File: src/rtl/uart_rx_controller_pkg.sv
// Shared constants, state encoding and small helpers for the UART frame receiver.
package uart_rx_controller_pkg;

    localparam int DEF_DATA_BITS  = 8;
    localparam int DEF_OVERSAMPLE = 16;
    localparam int SYNC_STAGES    = 2;

    typedef enum logic [2:0] {
        ST_IDLE,
        ST_START,
        ST_DATA,
        ST_PARITY,
        ST_STOP
    } rx_state_t;

    // Bit centre within one bit period, counted in oversampling ticks.
    function automatic int centre_tick(input int oversample);
        return oversample / 2;
    endfunction

    // Minimum counter width able to hold 0..n-1 (at least one bit).
    function automatic int cnt_width(input int n);
        return (n > 1) ? $clog2(n) : 1;
    endfunction

endpackage

File: src/rtl/uart_rx_controller_if.sv
// Bundle of the receiver's tick/enable/line inputs and its frame result outputs.
interface uart_rx_controller_if #(
    parameter int DATA_BITS = 8
);
    logic                 sample_ENABLE;
    logic                 Rx_EN;
    logic                 RxD;
    logic [DATA_BITS-1:0] Rx_DATA;
    logic                 Rx_VALID;
    logic                 Rx_PERROR;
    logic                 Rx_FERROR;
    logic                 Rx_BUSY;

    modport master (
        output sample_ENABLE,
        output Rx_EN,
        output RxD,
        input  Rx_DATA,
        input  Rx_VALID,
        input  Rx_PERROR,
        input  Rx_FERROR,
        input  Rx_BUSY
    );

    modport slave (
        input  sample_ENABLE,
        input  Rx_EN,
        input  RxD,
        output Rx_DATA,
        output Rx_VALID,
        output Rx_PERROR,
        output Rx_FERROR,
        output Rx_BUSY
    );
endinterface

File: src/rtl/uart_rx_controller_rx_sync.sv
// Multi-flop synchronizer for the asynchronous serial line; resets to the idle (high) level.
module uart_rx_controller_rx_sync #(
    parameter int STAGES = 2
) (
    input  logic clk,
    input  logic reset,
    input  logic d,
    output logic q
);
    logic [STAGES-1:0] sync_reg;

    always_ff @(posedge clk or negedge reset) begin
        if (!reset) begin
            sync_reg <= '1;
        end else begin
            sync_reg <= {sync_reg[STAGES-2:0], d};
        end
    end

    assign q = sync_reg[STAGES-1];
endmodule

File: src/rtl/uart_rx_controller.sv
// UART 8N-E-1 frame sequencer: start detect, centre sampling, even parity and stop checks.
module uart_rx_controller
    import uart_rx_controller_pkg::*;
#(
    parameter int DATA_BITS  = DEF_DATA_BITS,
    parameter int OVERSAMPLE = DEF_OVERSAMPLE
) (
    input  logic                  clk,
    input  logic                  reset,
    uart_rx_controller_if.slave   rx
);
    localparam int TW = cnt_width(OVERSAMPLE);
    localparam int BW = cnt_width(DATA_BITS);
    localparam logic [TW-1:0] MID_TICK  = TW'(centre_tick(OVERSAMPLE));
    localparam logic [TW-1:0] LAST_TICK = TW'(OVERSAMPLE - 1);
    localparam logic [BW-1:0] LAST_BIT  = BW'(DATA_BITS - 1);

    logic                 rxd_s;
    rx_state_t            state_reg;
    logic [TW-1:0]        tick_cnt_reg;
    logic [BW-1:0]        bit_cnt_reg;
    logic [DATA_BITS-1:0] shift_reg;
    logic                 par_err_reg;
    logic [DATA_BITS-1:0] data_reg;
    logic                 valid_reg;
    logic                 perror_reg;
    logic                 ferror_reg;
    logic                 busy_reg;
    logic                 centre;
    logic                 bit_end;

    uart_rx_controller_rx_sync #(
        .STAGES (SYNC_STAGES)
    ) u_rx_sync (
        .clk   (clk),
        .reset (reset),
        .d     (rx.RxD),
        .q     (rxd_s)
    );

    assign centre  = (tick_cnt_reg == MID_TICK);
    assign bit_end = (tick_cnt_reg == LAST_TICK);

    always_ff @(posedge clk or negedge reset) begin
        if (!reset) begin
            state_reg    <= ST_IDLE;
            tick_cnt_reg <= '0;
            bit_cnt_reg  <= '0;
            shift_reg    <= '0;
            par_err_reg  <= 1'b0;
            data_reg     <= '0;
            valid_reg    <= 1'b0;
            perror_reg   <= 1'b0;
            ferror_reg   <= 1'b0;
            busy_reg     <= 1'b0;
        end else begin
            valid_reg <= 1'b0;
            // Disabling the receiver abandons a frame even if a tick arrives in the same cycle.
            if (state_reg != ST_IDLE && !rx.Rx_EN) begin
                state_reg    <= ST_IDLE;
                tick_cnt_reg <= '0;
                bit_cnt_reg  <= '0;
                busy_reg     <= 1'b0;
            end else if (rx.sample_ENABLE) begin
                if (state_reg != ST_IDLE) begin
                    tick_cnt_reg <= tick_cnt_reg + 1'b1;
                end
                case (state_reg)
                    ST_IDLE: begin
                        // The detection tick counts as tick 0 of the start bit.
                        if (rx.Rx_EN && !rxd_s) begin
                            state_reg    <= ST_START;
                            tick_cnt_reg <= TW'(1);
                            bit_cnt_reg  <= '0;
                            busy_reg     <= 1'b1;
                        end
                    end
                    ST_START: begin
                        if (centre && rxd_s) begin
                            state_reg    <= ST_IDLE;
                            tick_cnt_reg <= '0;
                            busy_reg     <= 1'b0;
                        end else if (bit_end) begin
                            state_reg <= ST_DATA;
                        end
                    end
                    ST_DATA: begin
                        if (centre) begin
                            shift_reg <= {rxd_s, shift_reg[DATA_BITS-1:1]};
                        end else if (bit_end) begin
                            if (bit_cnt_reg == LAST_BIT) begin
                                bit_cnt_reg <= '0;
                                state_reg   <= ST_PARITY;
                            end else begin
                                bit_cnt_reg <= bit_cnt_reg + 1'b1;
                            end
                        end
                    end
                    ST_PARITY: begin
                        if (centre) begin
                            par_err_reg <= rxd_s ^ (^shift_reg);
                        end else if (bit_end) begin
                            state_reg <= ST_STOP;
                        end
                    end
                    ST_STOP: begin
                        // Finish at the stop-bit centre so a new start bit can follow immediately.
                        if (centre) begin
                            data_reg     <= shift_reg;
                            perror_reg   <= par_err_reg;
                            ferror_reg   <= ~rxd_s;
                            valid_reg    <= 1'b1;
                            state_reg    <= ST_IDLE;
                            tick_cnt_reg <= '0;
                            busy_reg     <= 1'b0;
                        end
                    end
                    default: begin
                        state_reg    <= ST_IDLE;
                        tick_cnt_reg <= '0;
                        busy_reg     <= 1'b0;
                    end
                endcase
            end
        end
    end

    assign rx.Rx_DATA   = data_reg;
    assign rx.Rx_VALID  = valid_reg;
    assign rx.Rx_PERROR = perror_reg;
    assign rx.Rx_FERROR = ferror_reg;
    assign rx.Rx_BUSY   = busy_reg;

endmodule

File: src/flat_wrapper.sv
// flat-port wrapper written by rule: the top's interface ports become plain ports
module uart_rx_controller_flat import uart_rx_controller_pkg::*;
#(
    parameter int DATA_BITS  = DEF_DATA_BITS,
    parameter int OVERSAMPLE = DEF_OVERSAMPLE
)
  (clk, reset, rx_sample_ENABLE, rx_Rx_EN, rx_RxD, rx_Rx_DATA, rx_Rx_VALID, rx_Rx_PERROR, rx_Rx_FERROR, rx_Rx_BUSY);
  uart_rx_controller_if #(.DATA_BITS(DATA_BITS)) rx_i ();
  input  logic clk;
  input  logic reset;
  input wire logic [$bits(rx_i.sample_ENABLE)-1:0] rx_sample_ENABLE;
  input wire logic [$bits(rx_i.Rx_EN)-1:0] rx_Rx_EN;
  input wire logic [$bits(rx_i.RxD)-1:0] rx_RxD;
  output wire logic [$bits(rx_i.Rx_DATA)-1:0] rx_Rx_DATA;
  output wire logic [$bits(rx_i.Rx_VALID)-1:0] rx_Rx_VALID;
  output wire logic [$bits(rx_i.Rx_PERROR)-1:0] rx_Rx_PERROR;
  output wire logic [$bits(rx_i.Rx_FERROR)-1:0] rx_Rx_FERROR;
  output wire logic [$bits(rx_i.Rx_BUSY)-1:0] rx_Rx_BUSY;
  assign rx_i.sample_ENABLE = rx_sample_ENABLE;
  assign rx_i.Rx_EN = rx_Rx_EN;
  assign rx_i.RxD = rx_RxD;
  assign rx_Rx_DATA = rx_i.Rx_DATA;
  assign rx_Rx_VALID = rx_i.Rx_VALID;
  assign rx_Rx_PERROR = rx_i.Rx_PERROR;
  assign rx_Rx_FERROR = rx_i.Rx_FERROR;
  assign rx_Rx_BUSY = rx_i.Rx_BUSY;
  uart_rx_controller #(.DATA_BITS(DATA_BITS), .OVERSAMPLE(OVERSAMPLE)) u_core (.clk(clk), .reset(reset), .rx(rx_i));
endmodule
File: config.mk
export PLATFORM = sky130hd
export DESIGN_NAME = uart_rx_controller_flat
export DESIGN_NICKNAME = d
export VERILOG_FILES = /design/src/rtl/uart_rx_controller_pkg.sv /design/src/rtl/uart_rx_controller_if.sv /design/src/rtl/uart_rx_controller_rx_sync.sv /design/src/rtl/uart_rx_controller.sv /design/src/flat_wrapper.sv
export SDC_FILE = /design/constraint.sdc
export NUM_CORES = 1
export LEC_CHECK = 0
export ABC_AREA = 1
export ABC_CLOCK_PERIOD_IN_PS = 4350
export BUFFER_PORTS_ARGS = -buffer_cell sky130_fd_sc_hd__buf_2
export CORE_MARGIN = 2
export CORE_UTILIZATION = 59
export CTS_CLUSTER_SIZE = 25
export DETAILED_ROUTE_END_ITERATION = 10
export GPL_ROUTABILITY_DRIVEN = 1
export GPL_TIMING_DRIVEN = 0
export PLACE_DENSITY = 0.77
export SLEW_MARGIN = 5
export SYNTH_ARGS = -nofsm -noshare
export SYNTH_HDL_FRONTEND = slang
export SYNTH_SLANG_ARGS = --single-unit
File: constraint.sdc
create_clock -name clk -period 4.35 [get_ports clk]
set_clock_uncertainty 0.2 [all_clocks]
set_input_delay 0.435 -clock clk [delete_from_list [all_inputs] [get_ports clk]]
set_output_delay 0.435 -clock clk [all_outputs]
set_load 0.05 [all_outputs]
==> impl_metrics.xml <==
<?xml version="1.0" encoding="UTF-8"?>
<metrics>
  <group name="status">
    <metric name="status" unit="">finished, final reports clean</metric>
  </group>
  <group name="route">
    <metric name="post_drt_via_cell_ratio" unit="">4.95</metric>
    <metric name="drcViolationCount" unit="">0</metric>
    <metric name="vias" unit="">1539</metric>
    <metric name="drt_wl_total" unit="µm">3600</metric>
    <metric name="routed_length_per_placed_instance" unit="µm">11.6</metric>
    <metric name="antenna_violating_nets_post_route" unit="">0</metric>
    <metric name="drt_iter0_drc" unit="">125</metric>
    <metric name="firstDrtPassIters" unit="">5</metric>
  </group>
  <group name="sta">
    <metric name="finalHoldViolCount" unit="">0</metric>
    <metric name="setup_viol_count_final" unit="">0</metric>
    <metric name="clock.fmax" unit="MHz">537</metric>
    <metric name="finalMaxSlewViolations" unit="">0</metric>
    <metric name="setup_tns_final" unit="ps">0</metric>
    <metric name="unrepaired_setup_endpoints_after_global_routing" unit="">false</metric>
    <metric name="post-route-period-util" unit="%">42.8</metric>
    <metric name="slew_headroom" unit="%">50.6</metric>
    <metric name="timing.final.crit_period" unit="ps">1860</metric>
    <metric name="worst_slew_pin_slew" unit="ps">741</metric>
  </group>
  <group name="yosys">
    <metric name="syn-instance-count" unit="">241</metric>
    <metric name="synthArstFlopShare" unit="%">100</metric>
    <metric name="yosys.cell_types.count" unit="">25</metric>
    <metric name="yosysSeqAreaShare" unit="%">44.1</metric>
    <metric name="synth_enable_flop_cells" unit="">0</metric>
    <metric name="syn_nets" unit="">250</metric>
    <metric name="synth_top_flop_cell" unit="">sky130_fd_sc_hd__dfrtp_1</metric>
    <metric name="syn-mean-instance-area" unit="µm²">7.79</metric>
    <metric name="synth-seq-cells" unit="">33</metric>
    <metric name="post_synth_instance_area" unit="µm²">1880</metric>
    <metric name="synth_warnings" unit="">0</metric>
  </group>
  <group name="global_route">
    <metric name="first_global_vias" unit="">1383</metric>
    <metric name="globalRouteTotalUtil" unit="%">22.4</metric>
    <metric name="grt_antenna_before_repair" unit="">0</metric>
    <metric name="total_gr_overflow" unit="">0</metric>
    <metric name="grt_first_pass_wirelength" unit="µm">6110</metric>
    <metric name="grt_start_max_net_pins" unit="">34</metric>
  </group>
  <group name="hold_path">
    <metric name="worst_hold_path.num_cells" unit="">0</metric>
    <metric name="min-delay-start" unit="">u_core.u_rx_sync.sync_reg[0]$_DFF_PN1_</metric>
    <metric name="worst_hold_path_type" unit="">flop to flop</metric>
    <metric name="capture_endpoint_of_the_worst_hold_path" unit="">u_core.u_rx_sync.sync_reg[1]$_DFF_PN1_</metric>
  </group>
  <group name="placed_design">
    <metric name="hpwl" unit="µm">2650</metric>
    <metric name="gpl.final_weighted_congestion" unit="">0.859</metric>
    <metric name="io_buffer_count" unit="">16</metric>
  </group>
  <group name="critical_path">
    <metric name="cp_data_required_time" unit="ps">4360</metric>
    <metric name="crit_path_max_incr_delay" unit="ps">440</metric>
    <metric name="timing.critical_path.from_type" unit="">flop</metric>
    <metric name="path_max_fanout" unit="">6</metric>
    <metric name="slowest_stage_cell_on_the_critical_path" unit="">sky130_fd_sc_hd__dfrtp_1</metric>
    <metric name="critPathKind" unit="">flop to flop</metric>
    <metric name="worst-r2r-setup-slack" unit="ps">2490</metric>
    <metric name="reg2reg_to" unit="">u_core.tick_cnt_reg[2]$_DFFE_PN0P_</metric>
    <metric name="ff2ff_path_depth" unit="">11</metric>
    <metric name="crit_path_end_kind" unit="">flop</metric>
    <metric name="critical_path_arrival" unit="ps">1870</metric>
    <metric name="cpLargestDelayFamily" unit="">simple AND/OR/NAND/NOR gates</metric>
    <metric name="worst-path-buf-inv" unit="">1</metric>
    <metric name="crit_chain" unit="">inv_1, ha_1, nand2_2, nor2_4, nand2_2, nand2_2, nand3_2, o21ai_1, nand2_1, nand2_1, nand2_1</metric>
    <metric name="critical_path.reg2reg.startpoint" unit="">u_core.tick_cnt_reg[1]$_DFFE_PN0P_</metric>
  </group>
  <group name="power">
    <metric name="total_leakage_power" unit="nW">1.10</metric>
    <metric name="irDropWorstVdd" unit="µV">416</metric>
    <metric name="power" unit="mW">0.937</metric>
    <metric name="power.density" unit="nW/µm²">445</metric>
  </group>
  <group name="die">
    <metric name="fp-row-count" unit="">20</metric>
    <metric name="core_area" unit="µm²">3030</metric>
    <metric name="die-width" unit="µm">60.4</metric>
    <metric name="top_level_ports" unit="">17</metric>
    <metric name="die_h" unit="µm">60.4</metric>
    <metric name="initial_core_util" unit="%">62.0</metric>
    <metric name="dieArea" unit="µm²">3650</metric>
  </group>
  <group name="cts">
    <metric name="clk_root_buffer_cell" unit="">sky130_fd_sc_hd__clkbuf_4</metric>
    <metric name="clock_sink_count" unit="">33</metric>
    <metric name="worstSkewPairLatency" unit="ps">320</metric>
    <metric name="htreeDepth" unit="">2</metric>
    <metric name="max-clock-path-buffers" unit="">2</metric>
    <metric name="clk_pin_slew_worst_paths" unit="ps">100</metric>
    <metric name="cts_setup_buffers" unit="">0</metric>
    <metric name="cts_tree" unit="">yes</metric>
    <metric name="cts-buffers-inserted" unit="">5</metric>
  </group>
  <group name="cells_and_area">
    <metric name="nNetsFinal" unit="">275</metric>
    <metric name="final_common_cell" unit="">sky130_fd_sc_hd__nand2_1</metric>
    <metric name="diodes" unit="">0</metric>
    <metric name="final_core_utilization" unit="%">69.6</metric>
    <metric name="mostFrequentLayoutCells" unit="">88 x sky130_fd_sc_hd__nand2_1, 31 x sky130_fd_sc_hd__dfrtp_1, 25 x sky130_fd_sc_hd__inv_1</metric>
    <metric name="filler_cell_count" unit="">264</metric>
    <metric name="areaGrowthSynthToFinish" unit="%">12.3</metric>
    <metric name="drive_above_1_share" unit="%">24.3</metric>
  </group>
  <group name="flow_run">
    <metric name="drv.max_cap_violation_count" unit="">0</metric>
  </group>
</metrics>
[metrics by stage]
step | hold slack [ps] | std cells | instance area [µm²] | setup WS, ps
6_report | 145 | 311 | 2110 | 2490
4_1_cts | 5.81 | 310 | 2100 | 2500
3_3_place_gp | 146 | 301 | 2010 | 2520
2_1_floorplan | -60.6 | 241 | 1880 | 2660
3_5_place_dp | 151 | 301 | 2010 | 2520
5_1_grt | 140 | 311 | 2110 | 2310
[worst max path at each step]
stage                                             startpoint                                  to  slack [ps]  cells after the start
after global placement    u_core.tick_cnt_reg[0]$_DFFE_PN0P_  u_core.tick_cnt_reg[2]$_DFFE_PN0P_        2520                     11
after global routing      u_core.tick_cnt_reg[1]$_DFFE_PN0P_  u_core.tick_cnt_reg[2]$_DFFE_PN0P_        2310                     11
final                     u_core.tick_cnt_reg[1]$_DFFE_PN0P_  u_core.tick_cnt_reg[2]$_DFFE_PN0P_        2490                     11
after CTS                 u_core.tick_cnt_reg[1]$_DFFE_PN0P_  u_core.tick_cnt_reg[2]$_DFFE_PN0P_        2500                     11
after floorplan           u_core.tick_cnt_reg[0]$_DFFE_PN0P_     u_core.state_reg[2]$_DFFE_PN0P_        2660                     11
after detailed placement  u_core.tick_cnt_reg[0]$_DFFE_PN0P_  u_core.tick_cnt_reg[2]$_DFFE_PN0P_        2520                     11
[repair_timing]
item / 4_1_cts / 5_1_grt
endpoints found under the hold margin: 26 / 1
endpoints found under the setup margin: 0 / 0
gates resized for setup: 0 / 0
hold buffers: 1 / 1
[report_power, final]
group | leakage, nW | switching [mW] | internal, mW
clock | 0.0422 | 0.102 | 0.121
combinational | 0.606 | 0.241 | 0.105
sequential | 0.448 | 0.0313 | 0.337
[per-layer routing]
| metal | part of all wire, % | global-route usage, % | vias up |
|---|---|---|---|
| li1 | - | - | 814 |
| met1 | 48 | 31.0 | 690 |
| met2 | 47 | 34.8 | 30 |
| met3 | 4.4 | 5.76 | 5 |
| met4 | 1.2 | 6.98 | 0 |
| met5 | 0 | 0 | - |
[synth_stat cells (2+ instances only)]
| cell type | n | area share [%] |
|---|---|---|
| sky130_fd_sc_hd__o21ai_1 | 14 | 3.7 |
| sky130_fd_sc_hd__a21oi_1 | 4 | 1.1 |
| sky130_fd_sc_hd__o21ai_2 | 8 | 3.7 |
| sky130_fd_sc_hd__nor2_2 | 4 | 1.3 |
| sky130_fd_sc_hd__nand3_2 | 2 | 1.1 |
| sky130_fd_sc_hd__nor2_4 | 2 | 1.2 |
| sky130_fd_sc_hd__nand2_2 | 11 | 3.7 |
| sky130_fd_sc_hd__ha_1 | 4 | 2.7 |
| sky130_fd_sc_hd__o21ai_0 | 4 | 1.1 |
| sky130_fd_sc_hd__buf_6 | 2 | 1.2 |
| sky130_fd_sc_hd__nand3_1 | 15 | 4.0 |
| sky130_fd_sc_hd__dfrtp_1 | 31 | 41 |
| sky130_fd_sc_hd__inv_2 | 5 | 1.0 |
| sky130_fd_sc_hd__a21oi_2 | 2 | 0.93 |
| sky130_fd_sc_hd__nand2_1 | 88 | 18 |
| sky130_fd_sc_hd__dfstp_2 | 2 | 2.8 |
| sky130_fd_sc_hd__nor2_1 | 10 | 2.0 |
| sky130_fd_sc_hd__nand4_1 | 2 | 0.67 |
| sky130_fd_sc_hd__inv_1 | 25 | 5.0 |
[worst register-to-register path, delay by kind of cell, from the launching register on]
family,cells,cell delay [ps]
AO/OA/AOI/OAI,1,110
flip-flops,1,440
adder cells (fa/ha/maj),1,180
AND/OR/NAND/NOR,8,740
buffers and inverters,1,100
[cells by family after synthesis]
logic type,synth area share (%)
buffers and inverters,7.20
AND/OR/NAND/NOR,34.6
adder cells (fa/ha/maj),2.67
flip-flops,44.1
AO/OA/AOI/OAI,11.4
[layout make-up]
class	count	area, µm²	area share [%]
sequential	33	828	39.3
inverter	30	113	5.34
tap	44	55.1	2.61
timing repair buffer	18	100	4.75
clock buffer	6	41.3	1.96
clock inverter	2	35.0	1.66
multi-input combinational	176	913	43.3
buffer	2	22.5	1.07
No activity file was read; power rests on OpenSTA's default activity.
